===== src/rtl/seq_addsub.sv =====
`default_nettype none
// seq_addsub: multi-cycle add/subtract that processes CHUNK bits per clock, LSB chunk first.
// Optional build macro ADDSUB_SATURATE_EN clamps an overflowing result to the signed limit.
module seq_addsub #(
  parameter int WIDTH = 8,
  parameter int CHUNK = 1
) (
  input  logic             clk,
  input  logic             rst_n,
  input  logic             start,
  input  logic             mode,
  input  logic [WIDTH-1:0] a,
  input  logic [WIDTH-1:0] b,
  output logic             busy,
  output logic             done,
  output logic [WIDTH-1:0] sum,
  output logic             carry,
  output logic             overflow,
  output logic             zero
);

  localparam int NCHUNK = WIDTH / CHUNK;
  localparam int CW     = (NCHUNK > 1) ? $clog2(NCHUNK) : 1;

  typedef enum logic [0:0] {
    S_IDLE = 1'b0,
    S_RUN  = 1'b1
  } state_t;

  state_t            state_q, state_d;
  logic [WIDTH-1:0]  a_q, a_d;
  logic [WIDTH-1:0]  b_q, b_d;
  logic [WIDTH-1:0]  acc_q, acc_d;
  logic              cin_q, cin_d;
  logic [CW-1:0]     cnt_q, cnt_d;
  logic              done_q, done_d;
  logic [WIDTH-1:0]  sum_q, sum_d;
  logic              carry_q, carry_d;
  logic              ovf_q, ovf_d;
  logic              zero_q, zero_d;

  logic [CHUNK:0]    w_psum;
  logic [WIDTH-1:0]  w_acc_next;
  logic [WIDTH-1:0]  w_res;
  logic              w_ovf;
  logic              w_last;

  // Operands shift right each RUN cycle, so the active chunk is always the low CHUNK bits
  // and, on the last chunk, bit CHUNK-1 is the original MSB.
  assign w_psum     = {1'b0, a_q[CHUNK-1:0]} + {1'b0, b_q[CHUNK-1:0]} + {{CHUNK{1'b0}}, cin_q};
  assign w_acc_next = (acc_q >> CHUNK) | (WIDTH'(w_psum[CHUNK-1:0]) << (WIDTH - CHUNK));
  assign w_ovf      = (a_q[CHUNK-1] ^ b_q[CHUNK-1] ^ w_psum[CHUNK-1]) ^ w_psum[CHUNK];
  assign w_last     = (cnt_q == CW'(NCHUNK - 1));

`ifdef ADDSUB_SATURATE_EN
  assign w_res = w_ovf ? {a_q[CHUNK-1], {(WIDTH-1){~a_q[CHUNK-1]}}} : w_acc_next;
`else
  assign w_res = w_acc_next;
`endif

  always_comb begin
    state_d = state_q;
    a_d     = a_q;
    b_d     = b_q;
    acc_d   = acc_q;
    cin_d   = cin_q;
    cnt_d   = cnt_q;
    done_d  = 1'b0;
    sum_d   = sum_q;
    carry_d = carry_q;
    ovf_d   = ovf_q;
    zero_d  = zero_q;
    case (state_q)
      S_IDLE: begin
        if (start) begin
          a_d     = a;
          b_d     = mode ? ~b : b;
          cin_d   = mode;
          cnt_d   = '0;
          acc_d   = '0;
          state_d = S_RUN;
        end
      end
      S_RUN: begin
        a_d   = a_q >> CHUNK;
        b_d   = b_q >> CHUNK;
        acc_d = w_acc_next;
        cin_d = w_psum[CHUNK];
        cnt_d = cnt_q + CW'(1);
        if (w_last) begin
          sum_d   = w_res;
          carry_d = w_psum[CHUNK];
          ovf_d   = w_ovf;
          zero_d  = (w_res == '0);
          done_d  = 1'b1;
          cnt_d   = '0;
          state_d = S_IDLE;
        end
      end
      default: state_d = S_IDLE;
    endcase
  end

  always_ff @(posedge clk) begin
    if (!rst_n) begin
      state_q <= S_IDLE;
      a_q     <= '0;
      b_q     <= '0;
      acc_q   <= '0;
      cin_q   <= 1'b0;
      cnt_q   <= '0;
      done_q  <= 1'b0;
      sum_q   <= '0;
      carry_q <= 1'b0;
      ovf_q   <= 1'b0;
      zero_q  <= 1'b0;
    end else begin
      state_q <= state_d;
      a_q     <= a_d;
      b_q     <= b_d;
      acc_q   <= acc_d;
      cin_q   <= cin_d;
      cnt_q   <= cnt_d;
      done_q  <= done_d;
      sum_q   <= sum_d;
      carry_q <= carry_d;
      ovf_q   <= ovf_d;
      zero_q  <= zero_d;
    end
  end

  assign busy     = (state_q == S_RUN);
  assign done     = done_q;
  assign sum      = sum_q;
  assign carry    = carry_q;
  assign overflow = ovf_q;
  assign zero     = zero_q;

endmodule
`default_nettype wire


===== config.mk =====
export PLATFORM = sky130hd
export DESIGN_NAME = seq_addsub
export DESIGN_NICKNAME = d
export VERILOG_FILES = /design/src/rtl/seq_addsub.sv
export SDC_FILE = /design/constraint.sdc
export NUM_CORES = 1
export LEC_CHECK = 0
export CAP_MARGIN = 25
export CORE_MARGIN = 2
export CORE_UTILIZATION = 39
export DETAILED_ROUTE_END_ITERATION = 8
export GPL_TIMING_DRIVEN = 0
export PLACE_DENSITY_LB_ADDON = 0.05
export SYNTH_ARGS = -nofsm -noshare
export SYNTH_HDL_FRONTEND = slang
export SYNTH_SLANG_ARGS = --single-unit

===== constraint.sdc =====
create_clock -name clk -period 3.97 [get_ports clk]
set_input_delay 0.794 -clock clk [delete_from_list [all_inputs] [get_ports clk]]
set_output_delay 0.794 -clock clk [all_outputs]
set_load 0.1 [all_outputs]

==> results.ini, run 1 <==
[min_path]
hp-class=reg -> reg
worstHoldStart=sum[2]

[power_and_ir_drop]
p_leak_nw=0.857
power-per-cell-area_mw_per_mm2=361
power_uw=819
ir_drop_mv=0.166

[die]
num_rows=24
die-area_mm2=0.00521
die_width_um=72.2
die_height_um=72.2
core-area_mm2=0.00441
start_util_pct=41.0
ioPinCount=33

[timing]
slew_violations=0
max_freq_mhz=385
rsz0062_at_grt=no
worst_slack_ns=1.37
tns_ns=0
whs_ns=0.453
setup_viol=0
fin_crit_sh_pct=65.5
max-slew-margin-rel_pct=35.5
worst_slew_pin_slew_ns=0.965
period_minus_slack_ns=2.60
fin_worst_skew_ns=0.00628
hold_viol=0

[finish]
drive_gt1_share_pct=8.51
area_growth_pct=25.1
nFillCells=423
regArea_um2=801
multiInputGateArea_um2=916
nNetsFinal=257
antenna_cells=0

[critical_path]
cp-end-kind=output port
startpoint=busy
critPathTopFamily=buffers and inverters
cpMaxStageDelayCell=clkdlybuf4s50_1
critPathArrivalTime_ns=1.80
critPathMaxStageDelay_ns=1.14
setup.worst_path.class=reg -> out
path_cells=clkdlybuf4s50_1
start_kind=flop
cp_max_fo=4
required_ns=3.18
worst-path-buf-inv=1
r2r-start=a_q[0]

[global_routing]
track_usage_pct=16.3
grtUsageMet1_pct=20.2
grt_overflow_total=0
grt_max_degree=12
busiest_layer=met2
use_met3_pct=3.33
grtUsageMet2_pct=27.6
antenna_found_initial=0
grt_pass1_wl_um=6720
first_global_vias=1496

[detailed_routing]
first_iter_violations=92
wl_um=3700
avgRoutedWirePerCell_um=12.9
dr_total_vias=1451
drcViolationCount=0
viasPerCell=5.06
dr.pass1.iters=4
drtAntennaViolNets=0

[clock_tree]
cts.clk_slew.worst_paths_ns=0.08
clockBufferDepth=2
cts_resized=0
post_cts_buffers=0
cts-root-buf=clkbuf_8
cts_made_buffers=5
tritoncts=yes
clk_latency_ns=0.29
htree_levels=2
clock-sinks=40
cts_hold_buf=0

[yosys]
synthTopCellsByArea=dfxtp_1 (44%), mux2i_1 (8.8%), nand2_1 (5.6%)
synthCells=197
ys_ff_latch=40
syn-num-nets=220
post_synth.cell_area_avg_um2=9.20
yosysTopAreaCellShare_pct=44.2
yosys.area.top_type=dfxtp_1
yosysSeqAreaShare_pct=44.2
yosys.cell_types.count=28
synth_warnings=0
syn_area_mm2=0.00181

[run_status]
status=finished, final reports clean

[place]
port_buffers=30
pre_cts_ws_ns=1.69
dpl.hpwl_um=2720
place_congestion=0.736

[job]
maxCapViolations=0

-- synth_stat cells --
cell,n
o21a_1,1
nor4_1,2
nor2b_1,9
a211oi_1,1
ha_1,2
buf_4,2
nand2_2,1
and2_4,1
a21boi_1,8
o21ai_1,3
nand2b_1,3
a21boi_0,3
and3_1,1
o21ai_0,13
and2_1,8
dfxtp_1,40
buf_2,7
xnor2_1,4
nor3b_1,10
clkbuf_1,3
nor2_1,3
nand2_1,27
a21oi_1,10
fa_1,1
mux2i_1,16
nand3_1,8
buf_6,3
xor2_1,7
-- routing by layer --
| metal | up-vias | routed length (um) |
|---|---|---|
| met1 | 676 | 1720 |
| met3 | 7 | 130 |
| met2 | 28 | 1780 |
| met5 | - | 0 |
| met4 | 0 | 67 |
| li1 | 740 | - |
-- logic make-up (layout without fill, tap and decap cells) --
| logic type | after synthesis | count (layout) | synth area share, % |
|---|---|---|---|
| XOR/XNOR | 11 | 11 | 5.32 |
| AND/OR/NAND/NOR | 73 | 73 | 21.3 |
| AO/OA/AOI/OAI | 39 | 39 | 12.6 |
| buffers and inverters | 15 | 53 | 5.25 |
| adder cells (fa/ha/maj) | 3 | 3 | 2.49 |
| flip-flops | 40 | 40 | 44.2 |
| multiplexers | 16 | 16 | 8.84 |
-- flip-flops by register name, indices dropped and copies added (netlist names), 3 cells and up --
register	cells
a_q	8
acc_q	7
cnt_q	3
sum	8
b_q	8
-- through the flow --
stage / area [um^2] / util, % / instances
after global routing: 2270 / 51.4 / 287
after CTS: 2270 / 51.4 / 287
after global placement: 2180 / 49.3 / 279
final: 2270 / 51.4 / 287
after detailed placement: 2180 / 49.3 / 279
after floorplan: 1810 / - / 197
-- final cells by class --
class                   count  area share [%]
flip-flops and latches     40            35.3
well taps                  52            2.87
clock buffers               8            3.97
multi-input cells         142            40.4
repair buffers             30            13.2
plain buffers              15            4.19
-- final timing paths --
check / to / slack [ns] / cells past startpoint
worst max-delay path: busy / 1.37 / 1
worst min-delay path: sum[2] / 0.45 / 2
worst max register to register: zero / 2.48 / 4
worst min register to register: sum[2] / 0.45 / 2
-- report_power, final --
group | switching (mW) | internal, mW
combinational | 0.0573 | 0.0565
sequential | 0.00954 | 0.417
clock | 0.138 | 0.142
total | 0.204 | 0.615
-- cell usage in the layout (no fill, tap or decap), drive strengths merged --
master and instances:
mux2i 16, a21oi 10, nor4 2, nand2b 3, buf 12, and2 9, nand2 28, and3 1
xnor2 4, o21ai 16, clkbuf 11, a211oi 1, nor2b 9, nor2 3, ha 2, xor2 7
nor3b 10, a21boi 11, dfxtp 40, clkdlybuf4s50 30, nand3 8, fa 1, o21a 1
No activity file was read; power rests on OpenSTA's default activity.
==> run 2: changes to the inputs <==
- clock period: 3.97 -> 2.35 ns (I/O delays scaled with it)
==> results of run 2 <==
Same layout as run 1 (identical final DEF). Status: finished, final reports clean.
Main changes from that run: setup slack after placement 1.69 ns -> 0.391 ns; setup slack after layout 1.37 ns -> 0.0755 ns; register-to-register setup slack 2.48 ns -> 0.86 ns; total power 0.819 mW -> 1.38 mW; worst IR drop on VDD 0.166 mV -> 0.280 mV
